<file path="src/rtl/pb_led_pio_if.sv">
// pb_led_pio_if: Avalon-MM slave port (word address, read latency 1, no waitrequest)
interface pb_led_pio_if;
   logic [2:0]  avs_address;
   logic        avs_read;
   logic        avs_write;
   logic [31:0] avs_writedata;
   logic [31:0] avs_readdata;
   modport master (output avs_address, avs_read, avs_write, avs_writedata, input avs_readdata);
   modport slave (input avs_address, avs_read, avs_write, avs_writedata, output avs_readdata);
endinterface

</file>
<file path="src/rtl/pb_led_pio.sv">
// pb_led_pio: pushbutton/LED Avalon-MM peripheral; debounce, press-edge IRQ, LED blink built only with PB_LED_BLINK_EN
module pb_led_pio #(
   parameter int NUM_BUTTONS     = 4,
   parameter int NUM_LEDS        = 8,
   parameter int DEBOUNCE_CYCLES = 500000,
   parameter int BLINK_DIV_W     = 24
) (
   input  logic                   SYS_CLK,
   input  logic                   RESET,
   pb_led_pio_if.slave            avs,
   output logic                   irq,
   input  logic [NUM_BUTTONS-1:0] PB,
   output logic [NUM_LEDS-1:0]    USE_LED
);
   localparam int CW = $clog2(DEBOUNCE_CYCLES);
   localparam logic [CW-1:0] CNT_LAST = CW'(DEBOUNCE_CYCLES - 1);
   logic [NUM_BUTTONS-1:0] sync_1, sync_2, pressed, state, state_nx, edges, irq_mask, w1c;
   logic [CW-1:0]          cnt [NUM_BUTTONS];
   logic [CW-1:0]          cnt_nx [NUM_BUTTONS];
   logic [NUM_LEDS-1:0]    led, blink_mask;
   logic [BLINK_DIV_W-1:0] blink_div;
   logic [31:0]            rd_mux;
   logic                   phase, unused_wd;

   assign pressed   = ~sync_2;
   assign w1c       = (avs.avs_write && avs.avs_address == 3'd2) ? avs.avs_writedata[NUM_BUTTONS-1:0] : '0;
   assign unused_wd = ^avs.avs_writedata;
   assign USE_LED   = ~(led & ~(blink_mask & {NUM_LEDS{phase}}));

   // Two-flop synchroniser; resets to the released level
   always_ff @(posedge SYS_CLK or posedge RESET)
      if (RESET) {sync_2, sync_1} <= '1;
      else {sync_2, sync_1} <= {sync_1, PB};

   // A button change is accepted after DEBOUNCE_CYCLES consecutive differing samples
   always_comb begin
      state_nx = state;
      for (int i = 0; i < NUM_BUTTONS; i++) begin
         cnt_nx[i] = (pressed[i] == state[i] || cnt[i] == CNT_LAST) ? '0 : cnt[i] + 1'b1;
         if (pressed[i] != state[i] && cnt[i] == CNT_LAST) state_nx[i] = pressed[i];
      end
   end

   // Debounce counters and accepted button state
   always_ff @(posedge SYS_CLK or posedge RESET)
      if (RESET) begin
         state <= '0;
         cnt   <= '{default: '0};
      end else begin
         state <= state_nx;
         cnt   <= cnt_nx;
      end

   // Control registers; a new press beats a same-cycle write-1-to-clear, irq follows the registered EDGE and mask
   always_ff @(posedge SYS_CLK or posedge RESET)
      if (RESET) begin
         irq_mask <= '0;
         edges    <= '0;
         led      <= '0;
         irq      <= 1'b0;
      end else begin
         if (avs.avs_write && avs.avs_address == 3'd1) irq_mask <= avs.avs_writedata[NUM_BUTTONS-1:0];
         if (avs.avs_write && avs.avs_address == 3'd3) led <= avs.avs_writedata[NUM_LEDS-1:0];
         edges <= (edges & ~w1c) | (state_nx & ~state);
         irq   <= |(edges & irq_mask);
      end

`ifdef PB_LED_BLINK_EN
   logic [BLINK_DIV_W-1:0] blink_cnt;

   // Blink generator: half-period of BLINK_DIV+1 cycles, a zero divider parks phase at 0
   always_ff @(posedge SYS_CLK or posedge RESET)
      if (RESET) begin
         blink_mask <= '0;
         blink_div  <= '0;
         blink_cnt  <= '0;
         phase      <= 1'b0;
      end else begin
         if (avs.avs_write && avs.avs_address == 3'd4) blink_mask <= avs.avs_writedata[NUM_LEDS-1:0];
         if (avs.avs_write && avs.avs_address == 3'd5) begin
            blink_div <= avs.avs_writedata[BLINK_DIV_W-1:0];
            blink_cnt <= '0;
         end else if (blink_div == '0) begin
            blink_cnt <= '0;
            phase     <= 1'b0;
         end else if (blink_cnt == blink_div) begin
            blink_cnt <= '0;
            phase     <= ~phase;
         end else begin
            blink_cnt <= blink_cnt + 1'b1;
         end
      end
`else
   assign blink_mask = '0;
   assign blink_div  = '0;
   assign phase      = 1'b0;
`endif

   // Read mux; unused bits and unmapped addresses read 0
   always_comb begin
      rd_mux = '0;
      case (avs.avs_address)
         3'd0:    rd_mux[NUM_BUTTONS-1:0] = state;
         3'd1:    rd_mux[NUM_BUTTONS-1:0] = irq_mask;
         3'd2:    rd_mux[NUM_BUTTONS-1:0] = edges;
         3'd3:    rd_mux[NUM_LEDS-1:0]    = led;
         3'd4:    rd_mux[NUM_LEDS-1:0]    = blink_mask;
         3'd5:    rd_mux[BLINK_DIV_W-1:0] = blink_div;
         default: rd_mux = '0;
      endcase
   end

   // Read data captured on the read cycle (pre-write value) and held until the next read
   always_ff @(posedge SYS_CLK or posedge RESET)
      if (RESET) avs.avs_readdata <= '0;
      else if (avs.avs_read) avs.avs_readdata <= rd_mux;
endmodule
</file>
<file path="src/flat_wrapper.sv">
// flat-port wrapper written by rule: the top's interface ports become plain ports
module pb_led_pio_flat 
#(
   parameter int NUM_BUTTONS     = 4,
   parameter int NUM_LEDS        = 8,
   parameter int DEBOUNCE_CYCLES = 500000,
   parameter int BLINK_DIV_W     = 24
)
  (SYS_CLK, RESET, irq, PB, USE_LED, avs_avs_address, avs_avs_read, avs_avs_write, avs_avs_writedata, avs_avs_readdata);
  pb_led_pio_if avs_i ();
  input  logic SYS_CLK;
  input  logic RESET;
  output logic irq;
  input  logic [NUM_BUTTONS-1:0] PB;
  output logic [NUM_LEDS-1:0] USE_LED;
  input wire logic [$bits(avs_i.avs_address)-1:0] avs_avs_address;
  input wire logic [$bits(avs_i.avs_read)-1:0] avs_avs_read;
  input wire logic [$bits(avs_i.avs_write)-1:0] avs_avs_write;
  input wire logic [$bits(avs_i.avs_writedata)-1:0] avs_avs_writedata;
  output wire logic [$bits(avs_i.avs_readdata)-1:0] avs_avs_readdata;
  assign avs_i.avs_address = avs_avs_address;
  assign avs_i.avs_read = avs_avs_read;
  assign avs_i.avs_write = avs_avs_write;
  assign avs_i.avs_writedata = avs_avs_writedata;
  assign avs_avs_readdata = avs_i.avs_readdata;
  pb_led_pio #(.NUM_BUTTONS(NUM_BUTTONS), .NUM_LEDS(NUM_LEDS), .DEBOUNCE_CYCLES(DEBOUNCE_CYCLES), .BLINK_DIV_W(BLINK_DIV_W)) u_core (.SYS_CLK(SYS_CLK), .RESET(RESET), .avs(avs_i), .irq(irq), .PB(PB), .USE_LED(USE_LED));
endmodule
</file>
<file path="config.mk">
export PLATFORM = sky130hd
export DESIGN_NAME = pb_led_pio_flat
export DESIGN_NICKNAME = d
export VERILOG_FILES = /design/src/rtl/pb_led_pio_if.sv /design/src/rtl/pb_led_pio.sv /design/src/flat_wrapper.sv
export SDC_FILE = /design/constraint.sdc
export NUM_CORES = 1
export LEC_CHECK = 0
export CAP_MARGIN = 20
export CORE_ASPECT_RATIO = 1.75
export CORE_MARGIN = 2
export CORE_UTILIZATION = 35
export CTS_CLUSTER_DIAMETER = 80
export DETAILED_ROUTE_END_ITERATION = 10
export PLACE_DENSITY_LB_ADDON = 0.15
export SYNTH_ARGS = -nofsm -noshare
export SYNTH_HDL_FRONTEND = slang
export SYNTH_SLANG_ARGS = --single-unit
</file>
<file path="constraint.sdc">
create_clock -name SYS_CLK -period 5.5 [get_ports SYS_CLK]
set_input_delay 1.65 -clock SYS_CLK [delete_from_list [all_inputs] [get_ports SYS_CLK]]
set_output_delay 1.65 -clock SYS_CLK [all_outputs]
set_load 0.05 [all_outputs]
</file>
==> impl_metrics.csv <==
group,metric,value,unit
status,status,"completed",
floorplan,coreArea,0.0154,mm^2
routing,routed_wl,11200,um
floorplan,dieArea,0.0168,mm^2
grt,gr-total-overflow,0,
timing,setup_slack,2.17,ns
floorplan,initial_core_util,0.359,
clock_network,cts-root-buf,"clkbuf_16",
grt,grt.busiest_layer,"met2",
finish,antenna_cells,0,
routing,drtAntennaViolNets,0,
synthesis,syn_inst,546,
timing,period_share,0.606,
routing,via_per_inst,5.05,
synthesis,synthTopCellsByCount,"dfrtp_1 (105), nor2_1 (70), xnor2_1 (45), inv_1 (35), nand2_1 (32)",
worst_setup_path,crit_path_max_fanout,3,
grt,antenna_found_initial,0,
floorplan,die_w,98.9,um
worst_setup_path,reg2reg_slack,3.36,ns
synthesis,ys_seq_area_frac,0.514,
power_and_ir_drop,leakage,2.66,nW
worst_setup_path,critical_path_buf_inv_count,2,
grt,grt_pass1_wl,19900,um
floorplan,die_h,170,um
timing,period_needed,3.33,ns
worst_setup_path,r2r-end,"u_core.cnt[4]",
timing,setup_tns,0,ns
timing,maxSlewViolCount,0,
finish,area_growth,19.7,%
timing,final-hold-violation-count,0,
timing,tightest_slew,0.877,ns
worst_setup_path,path_class,"reg -> out",
worst_setup_path,cpMaxStageDelayCell,"clkdlybuf4s50_1",
finish,multi_input_area,0.00241,mm^2
worst_setup_path,critPathRequiredTime,3.85,ns
clock_network,clkSlewWorstSetupHoldPaths,0.05,ns
placed_design,dp_hpwl,7700,um
synthesis,syn_area,0.00552,mm^2
clock_network,ctsHoldBuffers,0,
routing,routedWlPerCell,14.3,um
clock_network,postCtsSetupRepairBufs,0,
placed_design,gp_congestion,0.778,
worst_setup_path,r2r-start,"u_core.cnt[0]",
synthesis,synth_edf_count,0,
routing,drtIter0Drc,149,
synthesis,yosysWarnings,0,
finish,final_nets,636,
worst_hold_path,whs_path_depth,0,
synthesis,synth.avg_cell_area,10.1,um^2
worst_hold_path,hold_path.class,"reg -> reg",
finish,fill_cells,1478,
synthesis,yosys.cell_count.top_type,"dfrtp_1",
power_and_ir_drop,irDropWorstVdd,0.169,mV
clock_network,clk_latency,0.40,ns
floorplan,rows,60,
floorplan,io_pins,84,
clock_network,cts_buffers,17,
synthesis,synth_top_area_cell,"dfrtp_1",
worst_setup_path,worst_path_largest_cell_delay,0.81,ns
grt,grtUsageMet1,0.181,
timing,fin_skew,0.00918,ns
worst_setup_path,cp-start-kind,"flop",
timing,rsz0062_at_grt,"no",
synthesis,synth_seq_cells,113,
worst_setup_path,cp.arrival,1.68,ns
timing,max_freq,300,MHz
grt,met3_usage,0.0337,
timing,max_slew_margin,0.407,
grt,grtUsageMet2,0.250,
placed_design,place.port_buffers,35,
finish,regArea,0.00284,mm^2
worst_hold_path,min_from,"u_core.sync_1[0]",
worst_setup_path,cp_cell_sequence,"inv_1 -> clkdlybuf4s50_1",
synthesis,synth-main-ff-cell,"dfrtp_1",
grt,grt_pass1_vias,4010,
power_and_ir_drop,p_per_area,351,mW/mm^2
clock_network,cts_sinks,113,
synthesis,synthArstFlopShare,1.00,
worst_setup_path,r2r_cells,4,
synthesis,synth_cell_types,45,
worst_hold_path,hold_path_end,"u_core.sync_2[0]",
grt,grt_max_degree,68,
placed_design,post-place-ws,1.84,ns
worst_setup_path,cp-end-kind,"output pin",
clock_network,clockBufferDepth,2,
timing,setup_viol,0,
grt,gr-usage-all-layers,0.147,
clock_network,cts_resized,0,
worst_setup_path,crit_family,"buffers and inverters",
synthesis,yosys.area.top_type_share,0.476,
finish,drive_gt1_frac,0.118,
routing,drc,0,
synthesis,synth_area_leaders,"dfrtp_1 (48%), xnor2_1 (7.1%), nor2_1 (4.8%), dfstp_2 (3.8%), buf_4 (3.3%)",
routing,vias,3980,
flow_run,cap_violations,0,
routing,dr.pass1.iters,4,
clock_network,cts_tree,"built",
clock_network,htree_levels,4,
[registers in the layout, indices dropped and copies added, names as in the netlist, 4 cells and up]
register	cells
u_core.avs.avs_readdata	8
u_core.cnt	76
u_core.edges	4
u_core.irq_mask	4
u_core.led	8
u_core.state	4
u_core.sync_1	4
u_core.sync_2	4
[final cells by class]
type                    count  share of cell area
clock buffers              21              0.0697
clock inverters            11              0.0242
inverters                  35              0.0203
multi-input cells         385               0.364
flip-flops and latches    113               0.429
well taps                 186              0.0352
repair buffers             37              0.0572
[how the worst max path moves through the flow]
stage / slack [ns] / cells past startpoint / from / end
6_report: 2.17 / 2 / u_core.led[0] / USE_LED[0]
4_1_cts: 2.12 / 2 / u_core.led[1] / USE_LED[1]
5_1_grt: 2.10 / 2 / u_core.led[3] / USE_LED[3]
3_3_place_gp: 1.88 / 4 / avs_avs_address[0] / u_core.edges[0]
3_5_place_dp: 1.84 / 4 / avs_avs_address[0] / u_core.edges[0]
2_1_floorplan: 0.88 / 1 / RESET / u_core.avs.avs_readdata[0]
[routing by layer]
metal | routed length [um] | part of all wire
met1 | 4950 | 0.44
met2 | 5860 | 0.52
met3 | 317 | 0.028
met4 | 104 | 0.0093
met5 | 0 | 0
[cell usage in the layout (no fill, tap or decap), types with 12 or more instances in the layout]
cell and n:
a21oi_1 12, clkbuf_16 17, clkdlybuf4s50_1 35, conb_1 24
dfrtp_1 105, inv_1 34, mux2_2 12, nand2_1 32
nand3_1 30, nand4_1 20, nor2_1 70, nor3_1 14
nor4_1 17, xnor2_1 45, xor2_1 13
[through the flow]
stage	power, mW	cells	util	hold WS [ns]	instance area [um^2]
floorplan	1.12	569	-	0.345	5610
global placement	1.18	756	0.389	0.348	5990
detailed placement	1.19	756	0.389	0.349	5990
CTS	2.36	788	0.429	0.357	6610
global route	2.42	788	0.429	0.360	6610
finish	2.32	788	0.429	0.355	6610
[report_power, final]
part / switching, mW / internal [mW]
logic: 0.176 / 0.0874
registers: 0.0315 / 0.876
clock network: 0.374 / 0.778
[cells by family after synthesis]
kind of cell | Yosys count | synth area share
and+or+nand+nor | 232 | 0.218
xor gates and xnor gates | 58 | 0.0920
buffers and inverters | 71 | 0.0655
adders and majority gates | 4 | 0.00907
muxes | 19 | 0.0462
AOI/OAI and AO/OA | 48 | 0.0546
other | 1 | 0.000679
DFF | 113 | 0.514
Note: power is estimated with default switching activity, not from simulation.
